[src/rtl/acc_cpu_core.sv]
// Multi-cycle accumulator CPU core: fetch/decode/memrd/exec sequencer, PC, IR, ACC, flags and ALU.
// Instruction ROM is combinational; data RAM is synchronous with one cycle of read latency.
module acc_cpu_core #(
  parameter int DATA_W = 8,
  parameter int PC_W   = 8,
  parameter int ADDR_W = 8,
  localparam int INSTR_W = DATA_W + 6
) (
  input  logic               clk,
  input  logic               rst,
  input  logic               run,
  output logic [PC_W-1:0]    instr_addr,
  input  logic [INSTR_W-1:0] instr_data,
  output logic [ADDR_W-1:0]  ram_addr,
  output logic [DATA_W-1:0]  ram_wdata,
  output logic               ram_we,
  input  logic [DATA_W-1:0]  ram_rdata,
  output logic [DATA_W-1:0]  acc_out,
  output logic [3:0]         flags_out,
  output logic [2:0]         state_out,
  output logic               halted,
  output logic               err
);

  typedef enum logic [2:0] {S_FETCH, S_DECODE, S_MEMRD, S_EXEC, S_HALT} state_t;

  typedef enum logic [3:0] {
    OP_NOP = 4'h0, OP_LDA, OP_STA, OP_ADD, OP_SUB, OP_AND, OP_OR, OP_XOR,
    OP_NOT, OP_SHL, OP_SHR, OP_JMP, OP_JZ, OP_JC, OP_JN, OP_HLT
  } opcode_t;

  localparam logic [PC_W-1:0]   PC_ONE  = PC_W'(1);
  localparam logic [DATA_W:0]   SUM_ONE = (DATA_W + 1)'(1);
  localparam int                MSB     = DATA_W - 1;

  state_t              state, state_next;
  logic [PC_W-1:0]     pc;
  logic [INSTR_W-1:0]  ir;
  logic [DATA_W-1:0]   acc;
  logic [DATA_W-1:0]   b_reg;
  logic [3:0]          flags;
  logic                err_q;

  opcode_t             opcode;
  logic [1:0]          mode;
  logic [DATA_W-1:0]   operand;
  logic                needs_mem;

  assign opcode  = opcode_t'(ir[INSTR_W-1:DATA_W+2]);
  assign mode    = ir[DATA_W+1:DATA_W];
  assign operand = ir[DATA_W-1:0];
  assign needs_mem = (mode == 2'b01) &&
                     (opcode inside {OP_LDA, OP_ADD, OP_SUB, OP_AND, OP_OR, OP_XOR});

  // Sequencer
  always_ff @(posedge clk) begin
    if (rst) state <= S_FETCH;
    else     state <= state_next;
  end

  always_comb begin
    // NOTE: every always_comb output gets a default first, so no path can infer a latch.
    state_next = state;
    case (state)
      S_FETCH:  if (run) state_next = S_DECODE;
      S_DECODE: begin
        if (mode[1])        state_next = S_HALT;
        else if (needs_mem) state_next = S_MEMRD;
        else                state_next = S_EXEC;
      end
      S_MEMRD:  state_next = S_EXEC;
      S_EXEC:   state_next = (opcode == OP_HLT) ? S_HALT : S_FETCH;
      S_HALT:   state_next = S_HALT;
      default:  state_next = S_FETCH;
    endcase
  end

  // ALU and branch condition, evaluated from IR, ACC, B and the current flags
  logic [DATA_W:0]   sum;
  logic [DATA_W-1:0] alu_res;
  logic              c_next, v_next;
  logic              acc_we;
  logic              jump_taken;
  logic [3:0]        flags_next;

  always_comb begin
    sum        = '0;
    alu_res    = acc;
    c_next     = flags[3];
    v_next     = flags[0];
    acc_we     = 1'b0;
    jump_taken = 1'b0;
    case (opcode)
      OP_LDA: begin
        alu_res = b_reg;
        acc_we  = 1'b1;
      end
      OP_ADD: begin
        sum     = {1'b0, acc} + {1'b0, b_reg};
        alu_res = sum[DATA_W-1:0];
        c_next  = sum[DATA_W];
        v_next  = (acc[MSB] == b_reg[MSB]) && (alu_res[MSB] != acc[MSB]);
        acc_we  = 1'b1;
      end
      OP_SUB: begin
        sum     = {1'b0, acc} + {1'b0, ~b_reg} + SUM_ONE;
        alu_res = sum[DATA_W-1:0];
        c_next  = sum[DATA_W];
        v_next  = (acc[MSB] != b_reg[MSB]) && (alu_res[MSB] != acc[MSB]);
        acc_we  = 1'b1;
      end
      OP_AND: begin alu_res = acc & b_reg; c_next = 1'b0; v_next = 1'b0; acc_we = 1'b1; end
      OP_OR:  begin alu_res = acc | b_reg; c_next = 1'b0; v_next = 1'b0; acc_we = 1'b1; end
      OP_XOR: begin alu_res = acc ^ b_reg; c_next = 1'b0; v_next = 1'b0; acc_we = 1'b1; end
      OP_NOT: begin alu_res = ~acc;        c_next = 1'b0; v_next = 1'b0; acc_we = 1'b1; end
      OP_SHL: begin
        alu_res = {acc[DATA_W-2:0], 1'b0};
        c_next  = acc[MSB];
        v_next  = 1'b0;
        acc_we  = 1'b1;
      end
      OP_SHR: begin
        alu_res = {1'b0, acc[DATA_W-1:1]};
        c_next  = acc[0];
        v_next  = 1'b0;
        acc_we  = 1'b1;
      end
      OP_JMP: jump_taken = 1'b1;
      OP_JZ:  jump_taken = flags[2];
      OP_JC:  jump_taken = flags[3];
      OP_JN:  jump_taken = flags[1];
      default: ;
    endcase
    flags_next = acc_we ? {c_next, (alu_res == '0), alu_res[MSB], v_next} : flags;
  end

  // Datapath registers
  always_ff @(posedge clk) begin
    // NOTE: sequential state uses non-blocking assignments so all registers see pre-edge values.
    if (rst) begin
      pc    <= '0;
      ir    <= '0;
      acc   <= '0;
      b_reg <= '0;
      flags <= '0;
      err_q <= 1'b0;
    end else begin
      case (state)
        S_FETCH:  if (run) ir <= instr_data;
        S_DECODE: begin
          pc    <= pc + PC_ONE;
          b_reg <= operand;
          if (mode[1]) err_q <= 1'b1;
        end
        S_MEMRD:  b_reg <= ram_rdata;
        S_EXEC: begin
          if (acc_we) acc <= alu_res;
          flags <= flags_next;
          // Jump target assumes PC_W <= DATA_W; it overrides the DECODE increment.
          if (jump_taken) pc <= ir[PC_W-1:0];
        end
        default: ;
      endcase
    end
  end

  // rst gates the strobe so a reset landing on STA's EXEC cycle never reaches the RAM.
  assign ram_we     = (state == S_EXEC) && (opcode == OP_STA) && !rst;
  assign ram_addr   = operand[ADDR_W-1:0];
  assign ram_wdata  = acc;
  assign instr_addr = pc;
  assign acc_out    = acc;
  assign flags_out  = flags;
  assign state_out  = {state == S_EXEC, state == S_DECODE, state == S_FETCH};
  assign halted     = (state == S_HALT);
  assign err        = err_q;

endmodule
[config.mk]
export PLATFORM = sky130hd
export DESIGN_NAME = acc_cpu_core
export DESIGN_NICKNAME = d
export VERILOG_FILES = /design/src/rtl/acc_cpu_core.sv
export SDC_FILE = /design/constraint.sdc
export NUM_CORES = 1
export LEC_CHECK = 0
export ABC_AREA = 1
export CORE_ASPECT_RATIO = 1.2
export CORE_MARGIN = 3
export CORE_UTILIZATION = 49
export CTS_BUF_LIST = sky130_fd_sc_hd__clkbuf_2 sky130_fd_sc_hd__clkbuf_4 sky130_fd_sc_hd__clkbuf_8
export DETAILED_ROUTE_END_ITERATION = 10
export PLACE_DENSITY_LB_ADDON = 0.08
export SYNTH_ARGS = -nofsm -noshare
export SYNTH_HDL_FRONTEND = slang
export SYNTH_SLANG_ARGS = --single-unit
[constraint.sdc]
create_clock -name clk -period 2.2 [get_ports clk]
set_clock_uncertainty 0.15 [all_clocks]
set_input_delay 0.33 -clock clk [delete_from_list [all_inputs] [get_ports clk]]
set_output_delay 0.33 -clock clk [all_outputs]
set_load 0.05 [all_outputs]
# Word-level counts from Yosys, hierarchy flattened
# Index checks and enable logic that the tools add are counted.
[op_classes]
muxes = 13
bitwise_logic = 5
n_shift = 0
n_addsub = 4
mul = 0
div_mod_pow = 0
eq_ne = 26
order_cmp = 0
n_reduce_logical = 22
[ops]
columns = ["cell", "n"]
rows = [
  ["$pmux W8 S9", 1],
  ["$eq A4 B4 Y1 const B", 8],
  ["$pmux W8 S2", 2],
  ["$add A8 B8 Y9", 2],
  ["$eq A4 B3 Y1 const B", 4],
  ["$not A8 Y8", 2],
  ["$pmux W3 S5", 1],
  ["$add A9 B1 Y9 const B", 1],
  ["$mux W3", 3],
  ["$reduce_or A9 Y1", 1],
  ["$add A8 B1 Y8 const B", 1],
  ["$and A8 B8 Y8", 1],
  ["$eq A4 B2 Y1 const B", 2],
  ["$logic_not A8 Y1", 1],
  ["$mux W8", 1],
  ["$or A8 B8 Y8", 1],
  ["$reduce_and A2 Y1", 4],
  ["$xor A8 B8 Y8", 1],
  ["$eq A3 B2 Y1 const B", 2],
  ["$reduce_and A3 Y1", 2],
  ["$reduce_bool A6 Y1", 1],
  ["$reduce_or A6 Y1", 1],
  ["$logic_and A1 B1 Y1", 5],
  ["$pmux W1 S5", 1],
  ["17 further kinds", 21],
]
[totals]
inputBits = 25
mem_bits_rw = 0
rom_bits = 0
word_cells = 79
mem_count = 0
latchBits = 0
ff_bits = 46

# Logic depth before layout (Yosys ltp)
# Gate-level depths: netlist of run 1.
[logic_depth]
ltp_word = 6
depth_mapped = 16

# Worst setup path after synthesis of run 1
# Ideal clock, no wire load.
[synth_path]
path_type = "register -> output"
start = "reg state[1]"
end = "out ram_we"
stages_incl_launch_ff = 5
required_ns = 1.720
setup_slack_ns = -0.634
arrival_time_ns = 2.354
path_cell_list = "dfxtp_1 > inv_1 > nor3_4 > inv_1 > nor4_1"
[synth_via]
elab_chain_len = 3
[synth_rtl]
columns = ["item", "line_no", "source"]
rows = [
  ["start, declared", "36", "state_t state, state_next;"],
  ["start signal, assigned", "58", "else state <= state_next;"],
  ["$eq A3 B2 Y1", "168", "assign ram_we = (state == S_EXEC) && (opcode == OP_STA) && !rst;"],
  ["$logic_and A1 B1 Y1 (2 in series)", "168", ""],
  ["end, declared", "16", "output logic ram_we,"],
]
# No other way between the ends.

# Final worst setup path of run 1
[layout_path]
start = "reg acc[0] (netlist: acc_out[0])"
end = "out ram_wdata[0]"
[layout_rtl]
columns = ["item", "line_no", "source"]
rows = [
  ["start, declared", "39", "logic [DATA_W-1:0] acc;"],
  ["start signal, assigned", "157", "if (acc_we) acc <= alu_res;"],
  ["end, declared", "15", "output logic [DATA_W-1:0] ram_wdata,"],
]
# No word-level cell between the ends.

==> impl_metrics.ini, run 1 <==
[worst_setup_path]
r2r_start = acc_out[0]$_SDFFE_PP0P_
cp-start-kind = flip-flop
cp_common_cell = buf_4
crit_family = buffers and inverters
path_cells = buf_4 > buf_4 > clkdlybuf4s50_1
cp_max_fo = 3
reg2reg_depth = 13
r2r_slack_ns = 0.07
slowest_delay_ns = 0.79
arrival_ns = 1.67
crit_start = acc_out[0]$_SDFFE_PP0P_
crit_type = reg -> out
cp.buffers_inverters = 3
cp.required_ns = 1.72
cpMaxStageDelayCell = clkdlybuf4s50_1
end_kind = output port
path_depth = 3

[sta]
fin_crit_sh = 0.9761
setup_viol = 0
rsz0062_at_grt = yes
setup_ws_ns = 0.05261
relSlewSlack = 0.5768
tightest_slew_ns = 0.6332
hold_viol = 0
slew_viol_final = 0
hold_ws_ns = 0.3066
post-route-min-period_ns = 2.147
fmax_mhz = 465.7

[clock_tree]
root_buffer = clkbuf_8
cts_inserted_buffers = 5
cts.path.max_buffers = 2
cts_tree = done
cts_hold_buffers = 0
h-tree-depth = 2
clkSlewWorstSetupHoldPaths_ns = 0.09
clk_latency_ns = 0.31
cts_sinks = 45

[die]
start_util = 0.5141
die-area_um2 = 8387
die_w_um = 84.11
rows = 33
pin_count = 67
die_h_um = 99.73
core_um2 = 6978

[detailed_routing]
wl_um = 12020
viasPerCell = 5.417
route.vias.total = 4128
wire_per_inst_um = 15.78
drt_iter0_markers = 285
drt_first_pass_iters = 5
drc = 0
drtAntennaViolNets = 0

[synth]
synth_common_cells = nand2_1 (161), inv_1 (77), nor2_1 (67)
synth_compound_area_frac = 0.1556
synth_area_per_cell_um2 = 6.164
synth-seq-area-share = 0.2511
yosys.area.top_type = dfxtp_1
syn_inst = 582
yosys.area.top_type_share = 0.2511
yosys.area_share.xor_xnor = 0.01221
synth_top_family_by_area = simple AND/OR/NAND/NOR gates
synth_edf_count = 0
synth_mux_area_frac = 0
synth_cell_type_count = 35
syn_area_um2 = 3587
yosysMostFrequentCell = nand2_1
yosys_warnings = 0
ys_ff_latch = 45
yosys-top-cells-area = dfxtp_1 (25%), nand2_1 (17%), ha_1 (8.7%)
yosys.area_share.simple = 0.3488
ys.flop_type = dfxtp_1
synthAdderAreaFrac = 0.09836
async_flop_share = 0
syn_nets = 634

[worst_hold_path]
min-delay-start = err$_SDFFE_PP0P_
worstHoldPathCells = 2
hold_class = reg -> reg

[global_route]
antenna_found_initial = 0
grt.total_usage = 0.2814
grt_max_degree = 24
grt_overflow = 0
grt_pass1_wl_um = 18870
grt_pass1_vias = 3985

[placed_design]
gp_congestion = 1.083
dpl_worst_slack_ns = -0.02228
dp_hpwl_um = 9312
io_buffers = 66
dp_cells = 748

[pwr]
leakagePower_nw = 2.279
irDropWorstVdd_mv = 0.5315
power.density_nw_per_um2 = 652.8
power_mw = 3.178

[finish]
area_delta_synth_final_pct = 35.72
final_util = 0.6977
diodes = 0
final_layout_size_suffix_gt1_frac = 0.1822
layout.nets = 726
largest_register_ffs = 14
final-instance-count-excl-fill = 762

[outcome]
status = complete, no violations

[flow_run]
timing.max_cap.violations = 0
-- report_power, final --
part | internal [mW] | leakage [nW] | switching [mW]
Sequential | 0.905 | 0.375 | 0.0953
Clock | 0.239 | 0.0495 | 0.325
Combinational | 0.586 | 1.85 | 1.03
Total | 1.73 | 2.28 | 1.45
-- cells in the final DEF, fill, tap and decap left out, types with 2 or more instances in the layout --
cell and n:
o31ai_1 2, fa_2 2, ha_1 17, nand2_1 153, nand2_2 11, buf_12 3
clkbuf_8 5, a21oi_2 4, o21ai_0 35, nand4_1 4, inv_1 73, ha_4 7
or2_2 2, nor2_1 63, dfxtp_1 33, a31oi_1 6, inv_2 6, nor2_2 5
inv_4 3, o21ai_1 5, nand3_2 4, a221oi_1 8, a21oi_1 28, dfxtp_4 5
xor2_1 4, nand3_1 41, clkdlybuf4s50_1 61, buf_4 51, nor3_1 6, dfxtp_2 7
nor2_4 2, a211oi_1 6, nand2_4 2
-- cells by family after synthesis --
family | Yosys count
fa+ha+maj | 27
compound gates | 98
flops | 45
xor+xnor | 5
simple gates | 297
buf+inv | 110
-- worst min-delay path, cell delays in order (launching register included) --
cell and delay (ns):
dfxtp_1 0.32, inv_1 0.05, a21oi_1 0.05
-- timing repair --
item                       CTS  global route
pin swaps                    0            16
gates resized for setup      7            38
buffers inserted             0             6
setup endpoints to repair    3             9
-- final timing paths --
check / endpoint
worst min register to register: err$_SDFFE_PP0P_
worst max-delay path: ram_wdata[0]
worst max register to register: flags_out[2]$_SDFFE_PP0P_
worst min-delay path: err$_SDFFE_PP0P_
-- stage by stage --
stage                     setup TNS [ns]  cell area [µm²]
after floorplan                 -0.04814             3618
after global placement                 0             4556
after detailed placement        -0.02228             4556
after CTS                              0             4671
after global routing            -0.02150             4868
final                                  0             4868
-- routing by layer --
layer  GRT usage  vias up  routed length [µm]
li1            -     2046                   -
met2      0.4994      202                5772
met4      0.1337        0                 490
met1      0.3279     1833                4900
met3     0.04557       47                 857
met5           0        -                   0
-- layout make-up --
class | count | area [µm²]
multi-input cells | 427 | 2386
fillers | 629 | 2110
repair buffers | 115 | 1054
flip-flops and latches | 45 | 928.4
inverters | 80 | 302.8
well taps | 87 | 108.9
clock buffers | 6 | 76.32
clock inverters | 2 | 12.51
No activity file was read; power rests on OpenSTA's default activity.
==> run 2: changes to the inputs <==
--- a/config.mk
+++ b/config.mk
@@ -8,9 +8,10 @@
 export ABC_AREA = 1
 export CORE_ASPECT_RATIO = 1.2
 export CORE_MARGIN = 3
-export CORE_UTILIZATION = 49
+export CORE_UTILIZATION = 60
 export CTS_BUF_LIST = sky130_fd_sc_hd__clkbuf_2 sky130_fd_sc_hd__clkbuf_4 sky130_fd_sc_hd__clkbuf_8
 export DETAILED_ROUTE_END_ITERATION = 10
+export DONT_BUFFER_PORTS = 1
 export PLACE_DENSITY_LB_ADDON = 0.08
 export SYNTH_ARGS = -nofsm -noshare
 export SYNTH_HDL_FRONTEND = slang
==> impl_metrics.ini, run 2 (same netlist as run 1, synthesis figures left out) <==
[outcome]
status = finished, violations left
violations = negative hold slack, negative setup slack

[finish]
final_cell_mix = nand2_1 (153), inv_1 (73), nor2_1 (64), buf_4 (61), nand3_1 (44)
largest_register_ffs = 14
final_layout_size_suffix_gt1_frac = 0.2013
layout_commonest_cell = nand2_1
layout.nets = 687
diodes = 0
fillers = 480
final-instance-count-excl-fill = 716
area_delta_synth_final_pct = 22.57

[pwr]
leakagePower_nw = 2.188
irDropWorstVdd_mv = 0.5486
power_mw = 3.170
power.density_nw_per_um2 = 721.1

[detailed_routing]
wire_per_inst_um = 16.93
viasPerCell = 5.795
drt_iter0_markers = 388
wl_um = 12120
wl_met1_um = 4680
drc = 0
drtAntennaViolNets = 0
route.vias.total = 4149
met3_length_um = 945
drt_first_pass_iters = 6
met2_length_um = 5835
top_layer_used = met4

[sta]
relSlewSlack = 0.5228
hold_viol = 8
setup_ws_ns = -0.01592
hold_ws_ns = -0.07640
setup_viol = 1
tightest_slew_ns = 0.7132
post-route-min-period_ns = 2.216
fmax_mhz = 451.3
slew_viol_final = 0
rsz0062_at_grt = yes
fin_crit_sh = 1.007

[worst_setup_path]
cpMaxStageDelayCell = fa_2
crit_family = simple AND/OR/NAND/NOR gates
path_depth = 15
slowest_delay_ns = 0.42
cp-start-kind = flip-flop
path_cells = clkinvlp_4 > fa_2 > inv_1 > nand2_1 > nand2_2 > nand3_2 > nand2_1 > nand2_1 > nand3_1 > nand3_1 > nand2_1 > nand2_1 > inv_1 > nand3_1 > a21oi_1
cp_common_cell = nand2_1
crit_type = reg -> reg
arrival_ns = 2.31
cp_max_fo = 5
cp.buffers_inverters = 3
end_kind = flip-flop
cp.required_ns = 2.30
reg2reg_depth = 15

[global_route]
antenna_found_initial = 0
grt_overflow = 0
grt_pass1_vias = 3817
grt_pass1_wl_um = 18240
grt_max_degree = 27
grt.total_usage = 0.3282

[die]
die-area_um2 = 6946
die_h_um = 90.70
rows = 30
start_util = 0.6287
pin_count = 67
core_um2 = 5705
die_w_um = 76.59

[placed_design]
dp_hpwl_um = 8734
dpl_worst_slack_ns = -0.1377
dp_cells = 683
gp_congestion = 0.9808
io_buffers = 0

[clock_tree]
root_buffer = clkbuf_8
cts_tree = done
clkSlewWorstSetupHoldPaths_ns = 0.10
h-tree-depth = 2
cts_inserted_buffers = 5
cts_sinks = 45
cts.path.max_buffers = 2
clk_latency_ns = 0.31

[worst_hold_path]
worstHoldPathCells = 1
hold_class = in -> reg

[flow_run]
timing.max_cap.violations = 0
[run 2: layout make-up]
cell class | count | area [µm²] | share of cell area
clock inverter | 2 | 38.79 | 0.008822
sequential | 45 | 933.4 | 0.2123
timing repair buffer | 76 | 613.1 | 0.1394
clock buffer | 6 | 76.32 | 0.01736
tap | 80 | 100.1 | 0.02277
inverter | 80 | 304.0 | 0.06915
multi-input combinational | 427 | 2331 | 0.5302
[run 2: per-layer routing]
metal | track usage | vias to the layer above
met5 | 0 | -
met4 | 0.1662 | 0
met3 | 0.06287 | 64
met2 | 0.5828 | 226
met1 | 0.3705 | 1903
li1 | - | 1956
[run 2: power breakdown]
group	switching [mW]	total, mW	internal, mW
sequential	0.177	1.08	0.904
combinational	0.920	1.40	0.483
clock	0.331	0.686	0.354
[run 2: what timing repair did]
item | CTS | global route
resized for setup | 7 | 33
endpoints found under the hold margin | 21 | 10
pin swaps | 1 | 5
hold buffers | 11 | 2
buffers inserted | 1 | 10
gates cloned | 0 | 1
endpoints found under the setup margin | 5 | 19
[run 2: stage by stage]
stage          instance area [µm²]    util  TNS [ns]
4_1_cts                       4185  0.7336  -0.04074
5_1_grt                       4397  0.7706   -0.4578
3_3_place_gp                  3926  0.6882  -0.08395
6_report                      4397  0.7706  -0.01592
3_5_place_dp                  3926  0.6882   -0.2552
2_1_floorplan                 3618       -  -0.04814
[run 2: worst paths after layout]
path | start | end | slack, ns
max | acc_out[1]$_SDFFE_PP0P_ | flags_out[2]$_SDFFE_PP0P_ | -0.02
min | rst | acc_out[1]$_SDFFE_PP0P_ | -0.08
max reg2reg | acc_out[1]$_SDFFE_PP0P_ | flags_out[2]$_SDFFE_PP0P_ | -0.02
min reg2reg | ir[9]$_SDFFE_PP0P_ | ir[9]$_SDFFE_PP0P_ | 0.35
==> run 3: changes to the inputs <==
--- a/config.mk
+++ b/config.mk
@@ -12,6 +12,7 @@
 export CTS_BUF_LIST = sky130_fd_sc_hd__clkbuf_2 sky130_fd_sc_hd__clkbuf_4 sky130_fd_sc_hd__clkbuf_8
 export DETAILED_ROUTE_END_ITERATION = 10
 export DONT_BUFFER_PORTS = 1
+export MAX_ROUTING_LAYER = met4
 export PLACE_DENSITY_LB_ADDON = 0.08
 export SYNTH_ARGS = -nofsm -noshare
 export SYNTH_HDL_FRONTEND = slang
==> impl_metrics.ini, run 3 (same netlist as run 1, synthesis figures left out) <==
[outcome]
status = complete, no violations

[pwr]
p_clk_frac = 0.183
swShare = 0.4680
irDropWorstVdd_mv = 0.5604
p_int_mw = 1.645
power.share.combinational = 0.466
power.density_nw_per_um2 = 695.3
leakagePower_nw = 2.165
power_frac_seq = 0.352
p_sw_mw = 1.447

[flow_run]
timing.max_cap.violations = 0

[clock_tree]
clkSlewWorstSetupHoldPaths_ns = 0.10
root_buffer = clkbuf_8
h-tree-depth = 2
cts_sinks = 45
clk_latency_ns = 0.31
cts_tree = done
cts.path.max_buffers = 2
cts_inserted_buffers = 5

[die]
rows = 30
pin_count = 67
core_um2 = 5705
die-area_um2 = 6946
start_util = 0.6287
die_h_um = 90.70
die_w_um = 76.59

[worst_setup_path]
cpMaxStageDelayCell = fa_2
cp-start-kind = flip-flop
crit_type = reg -> reg
path_cells = clkinvlp_4 > fa_2 > inv_2 > nand2_2 > nand2_2 > nand3_2 > nand2_2 > nand2_2 > nand3_2 > nand3_2 > nand2_1 > nand2_1 > inv_1 > nand3_1 > a21oi_1
cp.required_ns = 2.29
cp.buffers_inverters = 3
end_kind = flip-flop
slowest_delay_ns = 0.42
cp_max_fo = 3
cp_common_cell = nand2_2
crit_family = simple AND/OR/NAND/NOR gates
arrival_ns = 2.25

[finish]
seqCellArea_um2 = 935.9
multi_input_area_um2 = 2427
largest_register_ffs = 14
final_cell_mix = nand2_1 (146), inv_1 (71), nor2_1 (63), buf_4 (53), nand3_1 (41)
final_layout_size_suffix_gt1_frac = 0.2266
layout_commonest_cell = nand2_1
fillers = 466
fin_area_um2 = 4447
area_delta_synth_final_pct = 23.96
diodes = 0
layout.nets = 682

[sta]
fin_crit_sh = 0.9819
rsz0062_at_grt = yes
hold_viol = 0
tightest_slew_ns = 0.6458
post-route-min-period_ns = 2.160
slew_viol_final = 0
fin_tns_setup_ns = 0
fmax_mhz = 462.9
relSlewSlack = 0.5689
setup_viol = 0

[detailed_routing]
route.vias.total = 4061
wl_um = 11920
drt_first_pass_iters = 6
viasPerCell = 5.712
drtAntennaViolNets = 0
drt_iter0_markers = 347
drc = 0
wire_per_inst_um = 16.76

[placed_design]
dpl_cell_area_um2 = 3931
io_buffers = 0
dp_hpwl_um = 8641
gp_congestion = 1.001

[global_route]
grt_max_degree = 27
grt_pass1_vias = 3755
grt_overflow = 0
grt_pass1_wl_um = 17880
antenna_found_initial = 0
grt.total_usage = 0.3310

[worst_hold_path]
hold_class = in -> reg
## run 3: changes by cell type in the layout (fill, tap and decap cells not counted), sizes merged
cell and change:
bufinv -1, dlygate4sd3 +2, buf -7, clkinv -1, inv +2
## run 3: what timing repair did
item	in CTS	in global routing
endpoints found under the hold margin	21	7
endpoints found under the setup margin	4	22
cloned	0	1
resized for setup	4	65
buffers inserted	1	4
pin swaps	1	17
hold buffers	15	1
## run 3: through the flow
stage / util / hold WS [ns] / instances / setup WS (ns) / power [mW]
after detailed placement: 0.6890 / 0.2556 / 682 / -0.1136 / 2.306
after global placement: 0.6890 / 0.2541 / 682 / -0.05346 / 2.290
after global routing: 0.7794 / 0.03700 / 711 / -0.08653 / 3.252
after floorplan: - / 0.2915 / 582 / -0.04814 / 2.012
final: 0.7794 / 0.01982 / 711 / 0.03989 / 3.092
after CTS: 0.7338 / -0.06840 / 706 / -0.02460 / 2.899
## run 3: final timing paths
| check | start | end | slack, ns | cells past startpoint |
|---|---|---|---|---|
| worst min register to register | ir[9]$_SDFFE_PP0P_ | ir[9]$_SDFFE_PP0P_ | 0.34 | 2 |
| worst max-delay path | acc_out[1]$_SDFFE_PP0P_ | flags_out[2]$_SDFFE_PP0P_ | 0.04 | 15 |
| worst min-delay path | rst | acc_out[3]$_SDFFE_PP0P_ | 0.02 | 3 |
| worst max register to register | acc_out[1]$_SDFFE_PP0P_ | flags_out[2]$_SDFFE_PP0P_ | 0.04 | 15 |
## run 3: area by class of cell
cell class | count | area share
Clock inverter | 2 | 0.002814
Multi-Input combinational cell | 427 | 0.5459
Inverter | 80 | 0.06894
Timing Repair Buffer | 71 | 0.1322
Tap cell | 80 | 0.02251
Sequential cell | 45 | 0.2105
Clock buffer | 6 | 0.01716
## run 3: power by group through the flow
stage	combinational [mW]	sequential (mW)	clock, mW
3_3_place_gp	1.20	1.09	0
6_report	1.44	1.09	0.565
4_1_cts	1.26	1.08	0.560
2_1_floorplan	0.902	1.11	0
3_5_place_dp	1.21	1.10	0
5_1_grt	1.57	1.10	0.581
## run 3: worst min-delay path, delay by kind of cell
| family | cells | cell delay [ns] |
|---|---|---|
| AO/OA/AOI/OAI | 2 | 0.08 |
| buffers and inverters | 1 | 0.04 |
## run 3: per-layer routing
metal	part of all wire	track usage	vias to the layer above
li1	-	-	1957
met1	0.40	0.3755	1861
met2	0.50	0.5740	198
met3	0.068	0.04691	45
met4	0.037	0.1511	0
met5	0	-	-
